## src/rtl/inst_cache_if.sv

```systemverilog
// Fetch-side and backing-memory signals of the instruction cache.
// The cache core connects through the slave modport.
interface inst_cache_if;
  logic        inst_ren;
  logic [31:0] inst_addr;
  logic [31:0] inst_data;
  logic        inst_hit;
  logic        stall;
  logic        flush;
  logic        mem_req;
  logic [31:0] mem_addr;
  logic        mem_ack;
  logic [31:0] mem_rdata;

  modport slave (
    input  inst_ren, inst_addr, flush, mem_ack, mem_rdata,
    output inst_data, inst_hit, stall, mem_req, mem_addr
  );

  modport master (
    output inst_ren, inst_addr, flush, mem_ack, mem_rdata,
    input  inst_data, inst_hit, stall, mem_req, mem_addr
  );
endinterface

```

## src/rtl/inst_cache.sv

```systemverilog
// Direct-mapped instruction cache with a 0-cycle hit path.
// A miss refills the whole line one word at a time from backing memory.
module inst_cache #(
  parameter int LINES      = 16,
  parameter int LINE_WORDS = 4
) (
  input logic        clk,
  input logic        rst_n,
  inst_cache_if.slave bus
);

  localparam int OFF_W = $clog2(LINE_WORDS);
  localparam int IDX_W = $clog2(LINES);
  localparam int TAG_W = 30 - OFF_W - IDX_W;

  // IDLE: lookup | REFILL: read line words from memory | FILL: commit tag and valid
  typedef enum logic [1:0] {IDLE, REFILL, FILL} state_t;

  state_t             state_q, state_d;
  logic [OFF_W-1:0]   cnt_q, cnt_d;
  logic [TAG_W-1:0]   ltag_q, ltag_d;
  logic [IDX_W-1:0]   lidx_q, lidx_d;
  logic [LINES-1:0]   valid_q, valid_d;

  logic [TAG_W-1:0]   tag_mem  [LINES];
  logic [31:0]        data_mem [LINES*LINE_WORDS];

  logic [OFF_W-1:0]   a_off;
  logic [IDX_W-1:0]   a_idx;
  logic [TAG_W-1:0]   a_tag;
  logic               hit;
  logic               wr_data, wr_tag;
  logic               unused_addr_bits;

  assign a_off = bus.inst_addr[2 +: OFF_W];
  assign a_idx = bus.inst_addr[2 + OFF_W +: IDX_W];
  assign a_tag = bus.inst_addr[31 -: TAG_W];
  assign unused_addr_bits = ^bus.inst_addr[1:0];

  assign hit           = (state_q == IDLE) & bus.inst_ren & valid_q[a_idx] &
                         (tag_mem[a_idx] == a_tag);
  assign bus.inst_hit  = hit;
  assign bus.inst_data = hit ? data_mem[{a_idx, a_off}] : 32'd0;
  assign bus.stall     = (bus.inst_ren & ~hit) | (state_q != IDLE);

  always_comb begin
    state_d      = state_q;
    cnt_d        = cnt_q;
    ltag_d       = ltag_q;
    lidx_d       = lidx_q;
    valid_d      = valid_q;
    wr_data      = 1'b0;
    wr_tag       = 1'b0;
    bus.mem_req  = 1'b0;
    bus.mem_addr = 32'd0;
    case (state_q)
      IDLE: begin
        if (bus.inst_ren && !hit && !bus.flush) begin
          state_d = REFILL;
          ltag_d  = a_tag;
          lidx_d  = a_idx;
          cnt_d   = '0;
        end
      end
      REFILL: begin
        bus.mem_req  = 1'b1;
        bus.mem_addr = {ltag_q, lidx_q, cnt_q, 2'b00};
        if (bus.mem_ack) begin
          wr_data = 1'b1;
          cnt_d   = cnt_q + 1'b1;
          if (cnt_q == OFF_W'(LINE_WORDS - 1)) state_d = FILL;
        end
      end
      FILL: begin
        wr_tag          = 1'b1;
        valid_d[lidx_q] = 1'b1;
        state_d         = IDLE;
      end
      default: state_d = IDLE;
    endcase
    // Flush overrides the FILL commit so a line filled under flush stays invalid.
    if (bus.flush) valid_d = '0;
  end

  always_ff @(posedge clk) begin
    if (!rst_n) begin
      state_q <= IDLE;
      cnt_q   <= '0;
      ltag_q  <= '0;
      lidx_q  <= '0;
      valid_q <= '0;
    end else begin
      state_q <= state_d;
      cnt_q   <= cnt_d;
      ltag_q  <= ltag_d;
      lidx_q  <= lidx_d;
      valid_q <= valid_d;
    end
  end

  always_ff @(posedge clk) begin
    if (rst_n && wr_data) data_mem[{lidx_q, cnt_q}] <= bus.mem_rdata;
    if (rst_n && wr_tag)  tag_mem[lidx_q]           <= ltag_q;
  end

endmodule

```

## src/flat_wrapper.sv

```systemverilog
// flat-port wrapper written by rule: the top's interface ports become plain ports
module inst_cache_flat 
#(
  parameter int LINES      = 16,
  parameter int LINE_WORDS = 4
)
  (clk, rst_n, bus_inst_ren, bus_inst_addr, bus_flush, bus_mem_ack, bus_mem_rdata, bus_inst_data, bus_inst_hit, bus_stall, bus_mem_req, bus_mem_addr);
  inst_cache_if bus_i ();
  input logic clk;
  input logic rst_n;
  input wire logic [$bits(bus_i.inst_ren)-1:0] bus_inst_ren;
  input wire logic [$bits(bus_i.inst_addr)-1:0] bus_inst_addr;
  input wire logic [$bits(bus_i.flush)-1:0] bus_flush;
  input wire logic [$bits(bus_i.mem_ack)-1:0] bus_mem_ack;
  input wire logic [$bits(bus_i.mem_rdata)-1:0] bus_mem_rdata;
  output wire logic [$bits(bus_i.inst_data)-1:0] bus_inst_data;
  output wire logic [$bits(bus_i.inst_hit)-1:0] bus_inst_hit;
  output wire logic [$bits(bus_i.stall)-1:0] bus_stall;
  output wire logic [$bits(bus_i.mem_req)-1:0] bus_mem_req;
  output wire logic [$bits(bus_i.mem_addr)-1:0] bus_mem_addr;
  assign bus_i.inst_ren = bus_inst_ren;
  assign bus_i.inst_addr = bus_inst_addr;
  assign bus_i.flush = bus_flush;
  assign bus_i.mem_ack = bus_mem_ack;
  assign bus_i.mem_rdata = bus_mem_rdata;
  assign bus_inst_data = bus_i.inst_data;
  assign bus_inst_hit = bus_i.inst_hit;
  assign bus_stall = bus_i.stall;
  assign bus_mem_req = bus_i.mem_req;
  assign bus_mem_addr = bus_i.mem_addr;
  inst_cache #(.LINES(LINES), .LINE_WORDS(LINE_WORDS)) u_core (.clk(clk), .rst_n(rst_n), .bus(bus_i));
endmodule
```

## config.mk

```make
export PLATFORM = sky130hd
export DESIGN_NAME = inst_cache_flat
export DESIGN_NICKNAME = d
export VERILOG_FILES = /design/src/rtl/inst_cache_if.sv /design/src/rtl/inst_cache.sv /design/src/flat_wrapper.sv
export SDC_FILE = /design/constraint.sdc
export NUM_CORES = 2
export LEC_CHECK = 0
export BUFFER_PORTS_ARGS = -buffer_cell sky130_fd_sc_hd__buf_2
export CELL_PAD_IN_SITES_DETAIL_PLACEMENT = 1
export CELL_PAD_IN_SITES_GLOBAL_PLACEMENT = 1
export CORE_MARGIN = 10
export CORE_UTILIZATION = 34
export DETAILED_ROUTE_END_ITERATION = 7
export PLACE_DENSITY_LB_ADDON = 0.1
export SYNTH_ARGS = -nofsm -noshare
export SYNTH_HDL_FRONTEND = slang
export SYNTH_SLANG_ARGS = --single-unit
```

## constraint.sdc

```tcl
create_clock -name clk -period 8.4 [get_ports clk]
set_input_delay 2.1 -clock clk [delete_from_list [all_inputs] [get_ports clk]]
set_output_delay 2.1 -clock clk [all_outputs]
set_load 0.005 [all_outputs]
```

==> metrics.cfg <==
[status]
status=finished, final reports clean

[layout]
final_cells=8469
final_layout_size_suffix_gt1_frac=0.3246
layout_area_overhead_pct=16.07
nNetsFinal=4588

[placement]
placed_cells=7976
placed_wire_length_estimate_after_detailed_placement_um=159400
port_buffers=131
post-place-ws_ns=0.1725
gp_congestion=0.7209

[worst_setup_path]
timing.reg2reg.setup_slack_ns=3.75
critical_path.reg2reg.startpoint=u_core.state_q[0]$_SDFFE_PN0P_
critical_path.max_stage_delay_ns=0.56
crit_path_frequent_cell=sky130_fd_sc_hd__buf_4
crit_buf_inv=5
cp_num_cells=13
required_ns=6.30
critical_path.reg2reg.endpoint=u_core.data_mem[54][15]$_DFFE_PP_
cpLargestDelayFamily=buffers and inverters
worstPathCellList=buf_4, buf_4, mux4_2, a22o_1, nor3_1, o2111a_1, o221ai_1, or4_1, or4_4, buf_12, buf_4, nor2b_1, buf_2
worst-r2r-cell-count=7
timing.setup.critical_path_class=in2out
timing.critical_path.to=bus_inst_data[26]
worstSetupStartpoint=bus_inst_addr[5]
slowest_stage_cell_on_the_critical_path=sky130_fd_sc_hd__or4_1
cp_data_arrival_time_ns=6.12
crit_path_end_kind=output port
worst-path-max-fanout=27
critical_path.startpoint_type=primary input

[sta]
period_share=0.9780
worst_slew_margin_rel=0.1707
max_freq_mhz=121.7
max_slew.worst_pin.slew_ns=1.244
clock-skew-final_ns=0.02357
final-hold-violation-count=0
setup-tns-final_ns=0
setup-violations-final=0
fin_ws_ns=0.1847
min_period_ns=8.215
timing_max_transition_violations_final=0
unrepaired_setup_endpoints_after_global_routing=false
fin_hold_ws_ns=0.4703

[flow_run]
drv.max_cap_violation_count=0

[cts]
hold_buffers=0
clock_sinks=2480
worst_setup_hold_path_clk_slew_ns=0.06
clock_path_buffers=4
worst_skew_pair.late_latency_ns=0.89
clock_tree.htree_level_count=5
post_cts.resized_instances=0
cts_setup_buffers=0
cts_root_buffer=sky130_fd_sc_hd__clkbuf_16
cts_buffers=283
cts_tree=done

[power]
peakVddDrop_v=0.0001802
power_per_cell_area_nw_per_um2=239.6
static-leakage-power_nw=34.79

[grt]
grt_overflow_total=0
grt_start_max_net_pins=77
first_global_vias=49089
antenna_found_initial=27
grt_first_pass_wirelength_um=405800
groute.usage.overall=0.1888

[drt]
drt-vias-per-instance=5.422
drc=0
detail_route.wl_per_cell_um=34.39
routed-via-count=45922
routed_wl_um=291300
first_pass_iters=5
ant_nets=0
initialDrtViolationCount=4115

[floorplan]
fp.dieH_um=551.8
start_util=0.3412
horizontal_die_dimension_um=551.8
coreArea_sq_um=281800
die_ar_sq_um=304400
design.portCount=136
placement_rows=195

[synth]
flops_latches_synth=2480
syn-mean-instance-area_sq_um=23.22
synth-edff-count=2432
netlist.area_leader.share=0.7596
yosys-top-cells-area=sky130_fd_sc_hd__edfxtp_1 (76%), sky130_fd_sc_hd__mux4_2 (17%), sky130_fd_sc_hd__dfxtp_1 (1.0%)
synthDominantAreaCellType=sky130_fd_sc_hd__edfxtp_1
ys_seq_area_frac=0.7696
synth_common_cells=sky130_fd_sc_hd__edfxtp_1 (2,432), sky130_fd_sc_hd__mux4_2 (728), sky130_fd_sc_hd__clkbuf_1 (162)
synth.distinct_cells=69
synth_most_common_cell=sky130_fd_sc_hd__edfxtp_1
yosys_warnings=0
synth_area_sq_um=96140
synth_cells=4141
synth-async-reset-ratio=0
dominantRegCellSynth=sky130_fd_sc_hd__edfxtp_1

[hold_path]
hold_class=reg2reg

==> kinds of logic (layout without fill, tap and decap cells) <==
family	after synthesis	after routing	synth area share
buffers and inverters	248	825	0.01150
xor gates and xnor gates	33	33	0.003006
muxes	826	826	0.1808
AOI/OAI and AO/OA	203	203	0.01678
DFF	2480	2480	0.7696
adders and majority gates	1	1	0.0001301
and+or+nand+nor	349	349	0.01817
other	1	9	0.00003900
==> per-stage QoR <==
stage / total power, mW / cell area, sq um / util
floorplan: 14.61 / 96150 / -
global placement: 15.16 / 102900 / 0.3651
detailed placement: 15.19 / 102900 / 0.3651
CTS: 27.09 / 111600 / 0.3960
global route: 27.62 / 111600 / 0.3960
finish: 26.74 / 111600 / 0.3960
==> worst min path at each step <==
stage | endpoint | cells past startpoint | from | slack (ns)
floorplan | u_core.valid_q[12]$_SDFFE_PP0N_ | 2 | u_core.valid_q[12]$_SDFFE_PP0N_ | 0.43
global placement | u_core.valid_q[4]$_SDFFE_PP0N_ | 2 | u_core.valid_q[4]$_SDFFE_PP0N_ | 0.45
detailed placement | u_core.valid_q[4]$_SDFFE_PP0N_ | 2 | u_core.valid_q[4]$_SDFFE_PP0N_ | 0.45
CTS | u_core.valid_q[4]$_SDFFE_PP0N_ | 2 | u_core.valid_q[4]$_SDFFE_PP0N_ | 0.47
global route | u_core.valid_q[13]$_SDFFE_PP0N_ | 2 | u_core.valid_q[13]$_SDFFE_PP0N_ | 0.51
finish | u_core.valid_q[4]$_SDFFE_PP0N_ | 2 | u_core.valid_q[4]$_SDFFE_PP0N_ | 0.47
==> worst register-to-register path: stages, from the launching register on <==
cell and delay, ns:
sky130_fd_sc_hd__dfxtp_1 0.38, sky130_fd_sc_hd__nor2b_2 0.15, sky130_fd_sc_hd__buf_4 0.44, sky130_fd_sc_hd__nand2_1 0.23, sky130_fd_sc_hd__nor3b_1 0.54, sky130_fd_sc_hd__nand3_1 0.81, sky130_fd_sc_hd__nor2_4 1.09, sky130_fd_sc_hd__buf_4 0.56
==> layer usage <==
metal	GRT usage	part of all wire	vias to the layer above
met4	0.04238	0.023	12
met3	0.02801	0.046	417
li1	-	-	18543
met2	0.3081	0.48	1147
met1	0.2689	0.45	25803
met5	0	0.00025	-
==> report_power, final <==
group / switching, mW / internal [mW] / total [mW]
Combinational: 0.705 / 0.496 / 1.20
Clock: 4.97 / 6.88 / 11.8
Sequential: 0.0617 / 13.6 / 13.7
==> cells in the final DEF, fill, tap and decap left out, types with 28 or more instances in the layout <==
cell,Yosys,routed
sky130_fd_sc_hd__nand2_1,82,82
sky130_fd_sc_hd__buf_4,11,181
sky130_fd_sc_hd__a2bb2oi_1,28,28
sky130_fd_sc_hd__mux2i_1,95,95
sky130_fd_sc_hd__nor2_4,0,80
sky130_fd_sc_hd__clkbuf_1,162,49
sky130_fd_sc_hd__clkinv_1,0,82
sky130_fd_sc_hd__and2_1,42,41
sky130_fd_sc_hd__clkbuf_16,0,290
sky130_fd_sc_hd__nor2b_1,32,31
sky130_fd_sc_hd__mux4_2,728,728
sky130_fd_sc_hd__dfxtp_1,48,48
sky130_fd_sc_hd__o21ai_0,33,33
sky130_fd_sc_hd__buf_2,28,125
sky130_fd_sc_hd__and3_1,37,37
sky130_fd_sc_hd__edfxtp_1,2432,2432
==> sequential cells by signal, indices dropped and copies added, names as in the netlist <==
register	flops
u_core.state_q	2
u_core.lidx_q	4
u_core.data_mem	2048
u_core.ltag_q	24
u_core.cnt_q	2
u_core.tag_mem	384
u_core.valid_q	16
==> final cells by class <==
class,count,area [sq um]
clock inverters,147,1257
inverters,5,26.28
fillers,26257,170200
repair buffers,334,2516
flip-flops and latches,2480,73990
well taps,3743,4683
multi-input cells,1414,21660
diodes,7,17.52
clock buffers,339,7441
(Power assumes the default switching activity.)
